--- src/rtl/dual_issue_ctrl.sv ---
// rtl/dual_issue_ctrl.sv - dual-issue pairing/split controller; optional stats counters under ISSUE_STATS_EN
module dual_issue_ctrl #(
    parameter int CNT_W = 32
) (
    input  logic        clk,
    input  logic        reset,
    input  logic [31:0] pc_in,
    input  logic [31:0] instr1_in,
    input  logic [31:0] instr2_in,
    input  logic        valid_in,
    input  logic        flush,
    output logic        stall,
    output logic [31:0] slot0_pc,
    output logic [31:0] slot0_instr,
    output logic        slot0_valid,
    output logic [31:0] slot1_pc,
    output logic [31:0] slot1_instr,
    output logic        slot1_valid
`ifdef ISSUE_STATS_EN
    ,
    output logic [CNT_W-1:0] pair_cnt,
    output logic [CNT_W-1:0] split_cnt
`endif
);

    typedef enum logic {ST_PAIR, ST_SECOND} state_t;

    typedef struct packed {
        logic [4:0] dst;
        logic       rs_rd;
        logic       rt_rd;
        logic       mem;
        logic       ctl;
    } dec_t;

    function automatic dec_t f_dec(input logic [31:0] ins);
        dec_t d;
        d = '0;
        case (ins[31:26])
            6'd0: begin
                if (ins[5:0] == 6'h08) begin
                    d.ctl   = 1'b1;
                    d.rs_rd = 1'b1;
                end else begin
                    d.dst   = ins[15:11];
                    d.rs_rd = 1'b1;
                    d.rt_rd = 1'b1;
                end
            end
            6'd8, 6'd9, 6'd10, 6'd11, 6'd12, 6'd13, 6'd14, 6'd15: begin
                d.dst   = ins[20:16];
                d.rs_rd = 1'b1;
            end
            6'd35: begin
                d.dst   = ins[20:16];
                d.rs_rd = 1'b1;
                d.mem   = 1'b1;
            end
            6'd43: begin
                d.rs_rd = 1'b1;
                d.rt_rd = 1'b1;
                d.mem   = 1'b1;
            end
            6'd4, 6'd5: begin
                d.rs_rd = 1'b1;
                d.rt_rd = 1'b1;
                d.ctl   = 1'b1;
            end
            6'd2: d.ctl = 1'b1;
            6'd3: begin
                d.ctl = 1'b1;
                d.dst = 5'd31;
            end
            default: d = '0;
        endcase
        return d;
    endfunction

    state_t      r_state;
    state_t      w_state_nxt;
    logic        w_stall;
    logic [31:0] r_hold_pc;
    logic [31:0] r_hold_instr;
    dec_t        w_d1;
    dec_t        w_d2;
    logic        w_raw;
    logic        w_waw;
    logic        w_split;
    logic [31:0] w_pc4;
    logic        w_unused;

    assign w_unused = ^{instr1_in[10:6], instr2_in[10:6]};

    assign w_d1  = f_dec(instr1_in);
    assign w_d2  = f_dec(instr2_in);
    assign w_pc4 = pc_in + 32'd4;

    // A dest of r0 is "no dest", so it can never create a RAW or WAW hazard.
    assign w_raw = (w_d1.dst != 5'd0) &&
                   ((w_d2.rs_rd && (w_d1.dst == instr2_in[25:21])) ||
                    (w_d2.rt_rd && (w_d1.dst == instr2_in[20:16])));
    assign w_waw   = (w_d1.dst != 5'd0) && (w_d1.dst == w_d2.dst);
    assign w_split = w_raw || w_waw || (w_d1.mem && w_d2.mem) || w_d1.ctl || w_d2.ctl;

    always_ff @(posedge clk) begin
        if (reset) r_state <= ST_PAIR;
        else       r_state <= w_state_nxt;
    end

    always_comb begin
        w_state_nxt = r_state;
        w_stall     = 1'b0;
        if (reset || flush) begin
            w_state_nxt = ST_PAIR;
        end else begin
            case (r_state)
                ST_PAIR: begin
                    if (valid_in && w_split) begin
                        w_stall     = 1'b1;
                        w_state_nxt = ST_SECOND;
                    end
                end
                ST_SECOND: w_state_nxt = ST_PAIR;
                default:   w_state_nxt = ST_PAIR;
            endcase
        end
    end

    assign stall = w_stall;

    always_ff @(posedge clk) begin
        if (reset) begin
            slot0_pc     <= '0;
            slot0_instr  <= '0;
            slot0_valid  <= 1'b0;
            slot1_pc     <= '0;
            slot1_instr  <= '0;
            slot1_valid  <= 1'b0;
            r_hold_pc    <= '0;
            r_hold_instr <= '0;
        end else if (flush) begin
            slot0_valid  <= 1'b0;
            slot1_valid  <= 1'b0;
            r_hold_pc    <= '0;
            r_hold_instr <= '0;
        end else if (r_state == ST_SECOND) begin
            // Upstream is still presenting the split pair here; only the hold matters.
            slot0_pc    <= r_hold_pc;
            slot0_instr <= r_hold_instr;
            slot0_valid <= 1'b1;
            slot1_valid <= 1'b0;
        end else if (valid_in) begin
            slot0_pc    <= pc_in;
            slot0_instr <= instr1_in;
            slot0_valid <= 1'b1;
            if (w_split) begin
                slot1_valid  <= 1'b0;
                r_hold_pc    <= w_pc4;
                r_hold_instr <= instr2_in;
            end else begin
                slot1_pc    <= w_pc4;
                slot1_instr <= instr2_in;
                slot1_valid <= 1'b1;
            end
        end else begin
            slot0_valid <= 1'b0;
            slot1_valid <= 1'b0;
        end
    end

`ifdef ISSUE_STATS_EN
    always_ff @(posedge clk) begin
        if (reset) begin
            pair_cnt  <= '0;
            split_cnt <= '0;
        end else if (!flush && (r_state == ST_PAIR) && valid_in) begin
            if (w_split) begin
                if (split_cnt != {CNT_W{1'b1}}) split_cnt <= split_cnt + 1'b1;
            end else begin
                if (pair_cnt != {CNT_W{1'b1}}) pair_cnt <= pair_cnt + 1'b1;
            end
        end
    end
`endif

endmodule

--- config.mk ---
export PLATFORM = sky130hd
export DESIGN_NAME = dual_issue_ctrl
export DESIGN_NICKNAME = d
export VERILOG_FILES = /design/src/rtl/dual_issue_ctrl.sv
export SDC_FILE = /design/constraint.sdc
export NUM_CORES = 1
export LEC_CHECK = 0
export ABC_AREA = 1
export CAP_MARGIN = 20
export CORE_MARGIN = 4
export CORE_UTILIZATION = 45
export CTS_CLUSTER_DIAMETER = 80
export DETAILED_ROUTE_END_ITERATION = 8
export DONT_BUFFER_PORTS = 1
export PLACE_DENSITY_LB_ADDON = 0.1
export SLEW_MARGIN = 0
export SYNTH_ARGS = -nofsm -noshare
export SYNTH_HDL_FRONTEND = slang
export SYNTH_SLANG_ARGS = --single-unit
--- constraint.sdc ---
create_clock -name clk -period 2.3 [get_ports clk]
set_input_delay 0.345 -clock clk [delete_from_list [all_inputs] [get_ports clk]]
set_output_delay 0.345 -clock clk [all_outputs]
set_load 0.02 [all_outputs]
* After elaboration in Yosys (flattened, before gate mapping)
Cells that the tools add are included.
** Operators by class
- Add/subtract/negate cells :: 1
- Equality and inequality tests :: 33
- Muxes and demuxes :: 24
- Bitwise logic cells :: 4
- Reductions and logical operators :: 30
** Operator list (number)
- $mux 32 :: 4
- $eq 6x4->1 const B :: 18
- $add 32x3->32 const B :: 1
- $pmux 5 s3 :: 2
- $eq 6x2->1 const B :: 4
- $eq 6x3->1 const B :: 4
- $eq 6x6->1 const B :: 4
- $reduce_or 9->1 :: 2
- $eq 5x5->1 :: 3
- $reduce_or 13->1 :: 1
- $logic_not 6->1 :: 2
- $mux 1 :: 12
- $reduce_or 4->1 :: 3
- $mux 5 :: 2
- $pmux 1 s2 :: 4
- $reduce_or 2->1 :: 4
- $logic_and 1x1->1 :: 6
- $logic_or 1x1->1 :: 6
- $reduce_bool 5->1 :: 1
- $not 1->1 :: 4
- $reduce_and 4->1 :: 1
- $reduce_and 3->1 :: 1
- $reduce_or 3->1 :: 1
- $reduce_and 2->1 :: 1
- $reduce_bool 2->1 :: 1
** Storage, ports and cells
- Register bits :: 195
- Output and inout port bits :: 131
- Logic and storage cells :: 101

* Logic depth before layout (Yosys ltp)
- Word-level depth :: 15
- Depth in mapped cells :: 20
- Depth with buffers taken out :: 19

* Worst setup path before layout
No wires, ideal clock.
- Path kind :: in2out
- Start point :: in instr1_in[30]
- End point :: out stall
- Arrival :: 2.241 ns
- Required time :: 1.955 ns
- Path slack :: -0.286 ns
- Cell stages on the path :: 16
- Buffers on the path :: 1
- Cell sequence :: nor2_2 > inv_2 > nor2_4 > nand3_1 > nand3_1 > nand2_1 > nand2_1 > nand2_1 > nor2_1 > nand2_1 > nand3_2 > nand2_4 > nand2_4 > nand2_2 > buf_2 > nor3_1
** On the way
- Cells in the longest elaborated chain, start to end :: 15
** RTL lines
- start: declaration :: line 8 : input logic [31:0] instr1_in,
- $eq 6x6->1 / $eq 6x4->1 (equally long branches)
- $reduce_or 9->1 (no line)
- $pmux 5 s3 :: line 39 : case (ins[31:26])
- $eq 5x5->1, on equally long branches :: line 100, 101
- $logic_and 1x1->1, on equally long branches :: line 100, 101
- $logic_or 1x1->1 :: line 100 : ((w_d2.rs_rd && (w_d1.dst == instr2_in[25:21])) ||
- $logic_and 1x1->1 :: line 99 : assign w_raw = (w_d1.dst != 5'd0) &&
- $logic_or 1x1->1 (2 in a row) :: line 103 : assign w_split = w_raw || w_waw || (w_d1.mem && w_d2.mem) || w_d1.ctl || w_d2.ctl;
- $logic_or 1x1->1 * (2 in a row) :: line 103
- $logic_and 1x1->1 * :: line 118 : if (valid_in && w_split) begin
- $mux 1 * :: line 118
- $mux 1 * :: line 116 : case (r_state)
- $mux 1 * :: line 113 : if (reset || flush) begin
- end: declaration :: line 12 : output logic stall,
Mark *: on every way between the ends. The rest lies on a longest branch, timed or not.

* Worst setup path after layout
- Start point :: in instr1_in[31]
- End point :: out stall
The elaborated chain is that of the path after synthesis.

==> impl_metrics.tcl <==
set metrics [dict create \
    holdCritPathClass "primary input to flop" \
    period_minus_slack_ps 2340 \
    antenna_found_initial 1 \
    cts_inserted_buffers 17 \
    synth_fp_nets 1495 \
    nets 1482 \
    rsz0062_at_grt "true" \
    route.final.wire_length_um 30900 \
    wl_per_cell_um 18.5 \
    synth.lib_cells_used.distinct 31 \
    power.density_nw_per_um2 760 \
    power_leakage_nw 4.58 \
    detail_route.iter0.violations 726 \
    setup_viol 1 \
    critical_path_arrival_ps 2000 \
    synth.largest_area_cell "sky130_fd_sc_hd__dfxtp_1" \
    switching_share_pct 30.5 \
    tritoncts "done" \
    finalHoldViolations 49 \
    syn-instance-count 1394 \
    synthTopCellsByArea "sky130_fd_sc_hd__dfxtp_1 41%, sky130_fd_sc_hd__a21oi_1 12%, sky130_fd_sc_hd__nand2_1 9.2%" \
    postSynth.asyncResetShare_pct 0 \
    count_of_vias_placed_by_the_detailed_router 9075 \
    mean_post_synth_cell_area_sq_um 6.82 \
    final_layout_size_suffix_gt1_share_pct 9.54 \
    synth_top_cells_by_count "236 x sky130_fd_sc_hd__a21oi_1, 233 x sky130_fd_sc_hd__nand2_1, 201 x sky130_fd_sc_hd__nor2_1, 195 x sky130_fd_sc_hd__dfxtp_1, 123 x sky130_fd_sc_hd__inv_1" \
    rows 52 \
    grt_start_max_net_pins 69 \
    hold_ws_ps -35.6 \
    clock_insertion_delay_worst_skew_ps 440 \
    timing.clock.skew_ps 8.82 \
    gp_congestion 0.962 \
    die_x_um 153 \
    status "finished with violations" \
    number_of_global_route_vias_before_repair 8041 \
    failing_checks "hold timing, setup timing" \
    combinationalPowerShare_pct 14.6 \
    final_util_pct 52.8 \
    cts.htree.levels 4 \
    io_buffers 0 \
    clkTransAtPathRegs_ps 80 \
    area_delta_synth_final_pct 13.9 \
    vias_per_cell 5.45 \
    timing.critical_path.from_type "primary input" \
    num_antenna_cells 0 \
    start_util_pct 46.4 \
    antenna_violating_nets_post_route 0 \
    timing_worst_setup_path_type "primary input to output pin" \
    post-synth-top-area-fraction_pct 41.1 \
    worst_r2r_path_depth 6 \
    grt_pass1_wl_um 47700 \
    power.share.clock_pct 37.8 \
    sequential_share_of_the_synthesized_area_pct 41.1 \
    max_clock_freq_mhz 427 \
    synth-seq-cells 195 \
    required_ps 1960 \
    drt-pass1-iter-count 5 \
    timing.final.crit_share_pct 102 \
    hpwlAfterDp_um 22200 \
    ys.warnings.count 0 \
    finalMaxSlewViolations 0 \
    cts_buffer_depth 2 \
    power.net_switching_w 0.00251 \
    synthesis.area_sq_um 9500 \
    slack_of_the_critical_path_ps -42.1 \
    grtUsageTotal_pct 25.3 \
    core_region_area_sq_um 20500 \
    grt_remaining_overflow 0 \
    library_cell_with_the_highest_instance_count_after_synthesis "sky130_fd_sc_hd__a21oi_1" \
    synth_enable_flop_cells 0 \
    critPathMaxFanout 17 \
    tritoncts_sink_count 195 \
    root_buffer "sky130_fd_sc_hd__clkbuf_16" \
    holdBufCountCts 2 \
    cap_violations 0 \
    drt_drc_violations_left 0 \
    seq_power_share_pct 47.6 \
    die_area_sq_um 23500 \
    cp-end-kind "output pin" \
    holdPathStages 1 \
    ioPinCount 231 \
    relSlewSlack_pct 63.1 \
    setup_tns_ps -42.1 \
    worst_slew_pin_slew_ps 554 \
    ir_worst_vdd_mv 0.407 \
    synth_ff_type "sky130_fd_sc_hd__dfxtp_1" \
    die-height_um 153 \
    cell_internal_pwr_w 0.00572 \
]
[stage by stage]
step	power (W)	cell area (sq um)	setup slack [ps]	std cells
floorplan	0.00481	9590	-8.06	1394
global placement	0.00516	10100	-121	1627
detailed placement	0.00517	10100	-126	1627
CTS	0.00826	10800	-22.1	1663
global route	0.00858	10800	-173	1664
finish	0.00823	10800	-42.1	1664
[final cells by class]
cell class / instances / area (sq um)
Sequential cell: 195 / 3910
Clock inverter: 11 / 141
Fill cell: 2089 / 9670
Timing Repair Buffer: 66 / 642
Inverter: 126 / 473
Multi-Input combinational cell: 975 / 4860
Tap cell: 270 / 338
Clock buffer: 21 / 460
[metal layers]
layer  GRT usage, %  up-vias  part of all wire [%]
met5              0        -                     0
li1               -     4553                     -
met1           38.6     4139                    48
met2           34.9      359                    41
met4           4.71        0                  0.91
met3           8.28       24                    11
[logic make-up (layout without fill, tap and decap cells)]
kind of cell | Yosys count | in the layout | synth area share, %
AND/OR/NAND/NOR | 644 | 644 | 30.9
AO/OA/AOI/OAI | 303 | 303 | 16.0
buffers and inverters | 224 | 224 | 9.43
flip-flops | 195 | 195 | 41.1
XOR/XNOR | 27 | 27 | 2.49
adder cells (fa/ha/maj) | 1 | 1 | 0.132
[worst paths after layout]
kind	startpoint	to	slack (ps)
min	reset	slot1_instr[2]	-40
max reg2reg	r_state	slot0_valid	460
max	instr1_in[31]	stall	-40
min reg2reg	r_hold_instr[29]	r_hold_instr[29]	480
[critical path, cell delays in order]
cell and delay, ps:
sky130_fd_sc_hd__nor2_4 140, sky130_fd_sc_hd__buf_4 140, sky130_fd_sc_hd__nand3_4 210, sky130_fd_sc_hd__nand3_2 200, sky130_fd_sc_hd__nand2b_1 120, sky130_fd_sc_hd__nand2_1 50
sky130_fd_sc_hd__nor2_1 120, sky130_fd_sc_hd__nand2_1 90, sky130_fd_sc_hd__nand3_2 90, sky130_fd_sc_hd__nand2_4 60, sky130_fd_sc_hd__nand2_4 80, sky130_fd_sc_hd__nand2_4 50
sky130_fd_sc_hd__nor3_4 150, sky130_fd_sc_hd__buf_12 140
[cells in the final DEF, fill, tap and decap left out, drive strengths merged]
| master | netlist | final |
|---|---|---|
| a21oi | 236 | 236 |
| nand2 | 236 | 236 |
| nor2 | 207 | 207 |
| dfxtp | 195 | 195 |
| inv | 126 | 131 |
| nand4 | 72 | 72 |
| nand3 | 69 | 69 |
| o21ai | 66 | 66 |
| buf | 31 | 64 |
| nand3b | 28 | 28 |
| xor2 | 26 | 26 |
| clkbuf | 67 | 21 |
| nor2b | 13 | 13 |
| nor3 | 11 | 11 |
| nor4 | 5 | 5 |
| clkinv | 0 | 4 |
| nand2b | 2 | 2 |
| bufinv | 0 | 2 |
| dlygate4sd3 | 0 | 2 |
| xnor2 | 1 | 1 |
| and2 | 1 | 1 |
| o211ai | 1 | 1 |
| ha | 1 | 1 |
[power by group through the flow]
stage          clock network [W]  logic, W  registers [W]
5_1_grt                  0.00329   0.00136        0.00394
3_5_place_dp                   0   0.00118        0.00399
6_report                 0.00311   0.00120        0.00391
4_1_cts                  0.00315   0.00120        0.00392
3_3_place_gp                   0   0.00117        0.00399
2_1_floorplan                  0  0.000882        0.00393
[flip-flops by register name, summed over array words and instances (netlist names)]
register,flops
r_hold_instr,32
r_hold_pc,32
slot0_instr,32
slot0_pc,32
slot1_instr,32
slot1_pc,32
r_state,1
slot0_valid,1
slot1_valid,1
[timing repair]
action / 4_1_cts / 5_1_grt
pin swaps: 8 / 1
resized for setup: 4 / 5
endpoints found under the hold margin: 52 / 50
setup buffers: 2 / 1
setup endpoints to repair: 1 / 2
Note: power is estimated with default switching activity, not from simulation.
